<file path="src/rtl/adder_arb_pkg.sv">
// adder_arb_pkg: shared types and constants for the adder-sharing arbiter.
//   state_t   - sequencer states (IDLE, SETTLE, RESP)
//   WIDTH_DEF - default operand/sum width of the shared adder
//   req_id_t  - requester identifier (0 or 1)
package adder_arb_pkg;

  localparam int WIDTH_DEF = 32;

  typedef enum logic [1:0] {
    IDLE   = 2'd0,
    SETTLE = 2'd1,
    RESP   = 2'd2
  } state_t;

  typedef logic req_id_t;

endpackage

</file>
<file path="src/rtl/arb2_grant.sv">
// arb2_grant: combinational two-way grant for the shared adder.
//   valid0, valid1 - request present from requester 0 / 1
//   last_served    - requester whose response was most recently accepted
//   grant          - one-hot grant (bit N = requester N), zero when idle
// Build option ADDER_ARB_ROUND_ROBIN_EN: when defined, a tie goes to the
// requester that was not last served; otherwise requester 0 always wins.
module arb2_grant
  import adder_arb_pkg::*;
(
  input  logic       valid0,
  input  logic       valid1,
  input  req_id_t    last_served,
  output logic [1:0] grant
);

`ifdef ADDER_ARB_ROUND_ROBIN_EN
  always_comb begin
    grant = 2'b00;
    if (valid0 && valid1) begin
      grant = (last_served == 1'b1) ? 2'b01 : 2'b10;
    end else if (valid0) begin
      grant = 2'b01;
    end else if (valid1) begin
      grant = 2'b10;
    end
  end
`else
  // Fixed priority: history is kept by the caller but plays no part here.
  logic unused_last_served;
  assign unused_last_served = last_served;

  always_comb begin
    grant = 2'b00;
    if (valid0) begin
      grant = 2'b01;
    end else if (valid1) begin
      grant = 2'b10;
    end
  end
`endif

endmodule

</file>
<file path="src/rtl/adder_share_arbiter.sv">
// adder_share_arbiter: shares one add/subtract datapath between two clients.
// A granted request's operands are registered onto the adder inputs, held for
// SETTLE_CYCLES clocks to cover the ripple-carry delay, then the adder's sum
// and flags are captured and returned over a valid/ready response tagged with
// the requester ID.
// Ports:
//   clk, rst_n                       - clock, asynchronous active-low reset
//   reqN_valid/ready                 - request handshake for requester N
//   reqN_a, reqN_b, reqN_sub         - operands and subtract select
//   add_a, add_b, add_subtract       - registered drive to the adder
//   add_sum, add_carryout, add_overflow - adder results
//   rsp_valid/ready, rsp_id          - response handshake and owner
//   rsp_sum, rsp_carryout, rsp_overflow - captured results
// Build option ADDER_ARB_ROUND_ROBIN_EN selects round-robin arbitration
// (see arb2_grant); fixed priority to requester 0 otherwise.
module adder_share_arbiter
  import adder_arb_pkg::*;
#(
  parameter int WIDTH         = WIDTH_DEF,
  parameter int SETTLE_CYCLES = 4
) (
  input  logic             clk,
  input  logic             rst_n,
  input  logic             req0_valid,
  output logic             req0_ready,
  input  logic [WIDTH-1:0] req0_a,
  input  logic [WIDTH-1:0] req0_b,
  input  logic             req0_sub,
  input  logic             req1_valid,
  output logic             req1_ready,
  input  logic [WIDTH-1:0] req1_a,
  input  logic [WIDTH-1:0] req1_b,
  input  logic             req1_sub,
  output logic [WIDTH-1:0] add_a,
  output logic [WIDTH-1:0] add_b,
  output logic             add_subtract,
  input  logic [WIDTH-1:0] add_sum,
  input  logic             add_carryout,
  input  logic             add_overflow,
  output logic             rsp_valid,
  input  logic             rsp_ready,
  output req_id_t          rsp_id,
  output logic [WIDTH-1:0] rsp_sum,
  output logic             rsp_carryout,
  output logic             rsp_overflow
);

  localparam int CW = $clog2(SETTLE_CYCLES + 1);

  state_t        state;
  logic [CW-1:0] cnt;
  req_id_t       last_served;
  req_id_t       cur_id;
  logic [1:0]    grant;
  logic          accept;

  arb2_grant u_grant (
    .valid0      (req0_valid),
    .valid1      (req1_valid),
    .last_served (last_served),
    .grant       (grant)
  );

  // Grant already includes the valid, so a ready implies a handshake.
  assign req0_ready = (state == IDLE) && grant[0];
  assign req1_ready = (state == IDLE) && grant[1];
  assign accept     = req0_ready || req1_ready;

  always_ff @(posedge clk or negedge rst_n) begin
    if (!rst_n) begin
      state        <= IDLE;
      cnt          <= '0;
      last_served  <= 1'b1;
      cur_id       <= 1'b0;
      add_a        <= '0;
      add_b        <= '0;
      add_subtract <= 1'b0;
      rsp_valid    <= 1'b0;
      rsp_id       <= 1'b0;
      rsp_sum      <= '0;
      rsp_carryout <= 1'b0;
      rsp_overflow <= 1'b0;
    end else begin
      case (state)
        // Accept: launch the granted operands onto the adder.
        IDLE: begin
          if (accept) begin
            add_a        <= grant[1] ? req1_a   : req0_a;
            add_b        <= grant[1] ? req1_b   : req0_b;
            add_subtract <= grant[1] ? req1_sub : req0_sub;
            cur_id       <= grant[1];
            cnt          <= CW'(SETTLE_CYCLES - 1);
            state        <= SETTLE;
          end
        end
        // Settle: adder inputs frozen until the carry chain has resolved.
        SETTLE: begin
          if (cnt == '0) begin
            rsp_sum      <= add_sum;
            rsp_carryout <= add_carryout;
            rsp_overflow <= add_overflow;
            rsp_id       <= cur_id;
            rsp_valid    <= 1'b1;
            state        <= RESP;
          end else begin
            cnt <= cnt - 1'b1;
          end
        end
        // Respond: hold the captured result until the consumer takes it.
        RESP: begin
          if (rsp_valid && rsp_ready) begin
            rsp_valid   <= 1'b0;
            last_served <= rsp_id;
            state       <= IDLE;
          end
        end
        default: state <= IDLE;
      endcase
    end
  end

endmodule

</file>
<file path="config.mk">
export PLATFORM = sky130hd
export DESIGN_NAME = adder_share_arbiter
export DESIGN_NICKNAME = d
export VERILOG_FILES = /design/src/rtl/adder_arb_pkg.sv /design/src/rtl/arb2_grant.sv /design/src/rtl/adder_share_arbiter.sv
export SDC_FILE = /design/constraint.sdc
export NUM_CORES = 1
export LEC_CHECK = 0
export CELL_PAD_IN_SITES_DETAIL_PLACEMENT = 1
export CELL_PAD_IN_SITES_GLOBAL_PLACEMENT = 2
export CORE_MARGIN = 1
export CORE_UTILIZATION = 22
export DETAILED_ROUTE_END_ITERATION = 8
export HOLD_SLACK_MARGIN = 0.03
export PLACE_DENSITY = 0.76
export SETUP_SLACK_MARGIN = 0.05
export SYNTH_ARGS = -nofsm -noshare
export SYNTH_HDL_FRONTEND = slang
export SYNTH_HIERARCHICAL = 1
export SYNTH_SLANG_ARGS = --single-unit
</file>
<file path="constraint.sdc">
create_clock -name clk -period 1.4 [get_ports clk]
set_input_delay 0.14 -clock clk [delete_from_list [all_inputs] [get_ports clk]]
set_output_delay 0.14 -clock clk [all_outputs]
set_load 0.05 [all_outputs]
</file>
==> metrics list <==
- Outcome: finished, violations left
* Type of the worst setup path: reg2reg
- The congestion estimate from routability-driven global placement came to 0.735.
- OpenSTA, run right after detailed placement, puts the worst setup slack at -460 ps.
- Setup repair after global routing could not meet its margin everywhere.
- For flop-to-flop paths, the worst setup slack is -180 ps.
- Failing checks: negative setup slack
- Antenna cell count: 0
* Top library cells by usage in the layout, fill and taps aside: 167 x clkdlybuf4s50_1, 115 x buf_4, 107 x dfrtp_1
* Worst Path Required: 1640 ps
- The share of total power dissipated in sequential elements is 0.254.
* Detailed Route Iter0 Violations: 66
- Depth of the CTS H-tree: 3
- Final Hold Fails: 0
* Capturing element type of the critical path: flop
* Setup violation total in the final timing report: 102
* IR drop worst, VDD: 1430 uV
- The cell count after synthesis came out at 322.
- Cell area after synthesis: 5040 um2
- The total area inside the core boundary comes to 22200 um2.
- Most common library cell in the layout ignoring fill and taps: clkdlybuf4s50_1
- Setup slack on the critical path of the routed design comes to -182 ps.
* Post-detailed-placement half-perimeter wirelength: 11.6 mm
* Clock buffers created by TritonCTS: 9
- Derived from the worst setup path, the maximum achievable clock frequency is 632 MHz.
* Largest net degree at the start of global routing: 55
- In the final routed layout, each cell accounts on average for 17.6 um.
- CP startpoint kind: flop
- The share of total power dissipated in combinational logic is 0.626.
- The clock net in this run drives a total of 107 sinks.
* Pins over their slew limit: 0
* Switching component of the power: 10200 uW
* Cell chosen for the clock root: clkbuf_16
- In this run the worst hold path is classified as in2async.
- DR DRC count: 0
- # IOs: 272
* Length in cells of the worst reg-to-reg path: 5
* Clock tree from TritonCTS: done
- Static Leak: 0.00392 uW
- Worst path arrival time: 1820 ps
- The number of placed instances, taps included, is 884.
- In this run the critical register-to-register path is launched from state[0].
* Share of cells above drive strength 1: 0.534
* Number of global-route vias before repair: 4466
- Compared with the post-synthesis result, the final layout area differs by 77.0%.
- Die area: 23500 um2
- Worst clock skew: 8.96 ps
- The routed design could run at a clock period as short as 1580 ps.
* Total of warnings raised by yosys: 6
* Worst-case clock buffer depth: 2
- The die is 153 um tall.
* Number of nets at the end of the flow: 797
* Part of the cycle the worst path needs: 1.13
- Clk Latency, worst-skew pair: 350 ps
* Max-Slew Margin vs Limit: 0.791
- Starting density of the core: 0.227
- Capture instance of the worst register-to-register path: add_b[25]
- Excluding fillers, the count of instances in the completed layout stands at 911.
- Max-cap violations in this run came to 0.
* Total wire length: 16.0 mm
- Input and output buffers added on the ports amount to 271.
* Overall Global Routing Usage: 0.138
- Vias per inst: 4.25
* Pwr Density: 2530 nW/um2
* Fraction of power consumed by the clock network: 0.120
- When the netlist entered floorplanning its net count stood at 493.
* Synthesized area per cell: 15.6 um2
- The internal power of the cells totals 12300 uW.
- Number of iterations in the first detailed-routing pass: 4
- The final route contains 3876 vias.
* Transition time of the tightest slew-check pin: 314 ps
* Clock transition time at the flip-flop clock pins of the worst setup and hold paths: 70 ps
- Sw Share: 0.452
* Wire length of the first global-routing pass: 25.2 mm
- Measured along the x axis, the die boundary spans 153 um.
- Critical path peak fanout: 9
* Post-detailed-route count of antenna-violating nets: 0
* Sum of overflow across all layers after global routing: 0
* Initial antenna violation count: 0
- Row generation in the floorplan step produced 54 rows.
[power groups by stage]
stage	logic [uW]	clock network [uW]	registers [uW]
floorplan	3570	0	10800
global route	14700	2970	5940
detailed placement	13100	0	5730
CTS	13800	2840	5730
global placement	12900	0	5690
finish	14100	2690	5720
[sequential cells by signal (all words and copies together) (netlist names)]
register / count
rsp_sum: 32
rsp_overflow: 1
rsp_valid: 1
cnt: 3
rsp_id: 1
cur_id: 1
add_a: 32
add_b: 32
state: 2
rsp_carryout: 1
add_subtract: 1
[metal layers]
metal	GRT usage	wire length, um	vias to the layer above
met5	0	0	-
met1	0.163	6590	1934
met4	0.0390	201	0
met2	0.237	8010	169
li1	-	-	1761
met3	0.0468	1210	12
[worst max-delay path by stage]
stage                        endpoint  cells past startpoint        from
after CTS                   add_b[23]                      5    state[1]
after floorplan             add_b[10]                      5    state[1]
after global routing      rsp_sum[10]                      6      cnt[1]
final                       add_b[25]                      5    state[0]
after detailed placement    add_b[25]                      6  req1_valid
after global placement       add_a[1]                      6  req1_valid
[timing repair]
action                                 CTS  global route
pin swaps                                2             4
setup endpoints to repair              106           106
gates cloned                             2             4
resized for setup                       32            16
endpoints found under the hold margin  107             0
hold buffers                             1             0
buffers inserted                         4             1
[critical path, cell delays in order (launching register included)]
cell and delay, ps:
dfrtp_1 380, or2_4 270, nor2_4 140, buf_12 180
buf_16 160, mux2_2 340
[through the flow]
| stage | power (uW) | area (um2) | TNS [ps] | hold slack [ps] | util |
|---|---|---|---|---|---|
| global route | 23600 | 8910 | -18430 | 140 | 0.402 |
| detailed placement | 18900 | 8220 | -32950 | -33.1 | 0.371 |
| CTS | 22400 | 8750 | -14970 | 142 | 0.395 |
| global placement | 18600 | 8220 | -30970 | -36.1 | 0.371 |
| floorplan | 14400 | 5140 | -7330 | -156 | - |
| finish | 22500 | 8910 | -13000 | 159 | 0.402 |
[layout make-up]
class	count	area, um2
timing repair buffer	311	3150
multi-input combinational	193	2410
sequential	107	2680
fill	2273	13200
clock buffer	10	239
inverter	4	15.0
clock inverter	6	70.1
tap	280	350
Note: power is estimated with default switching activity, not from simulation.
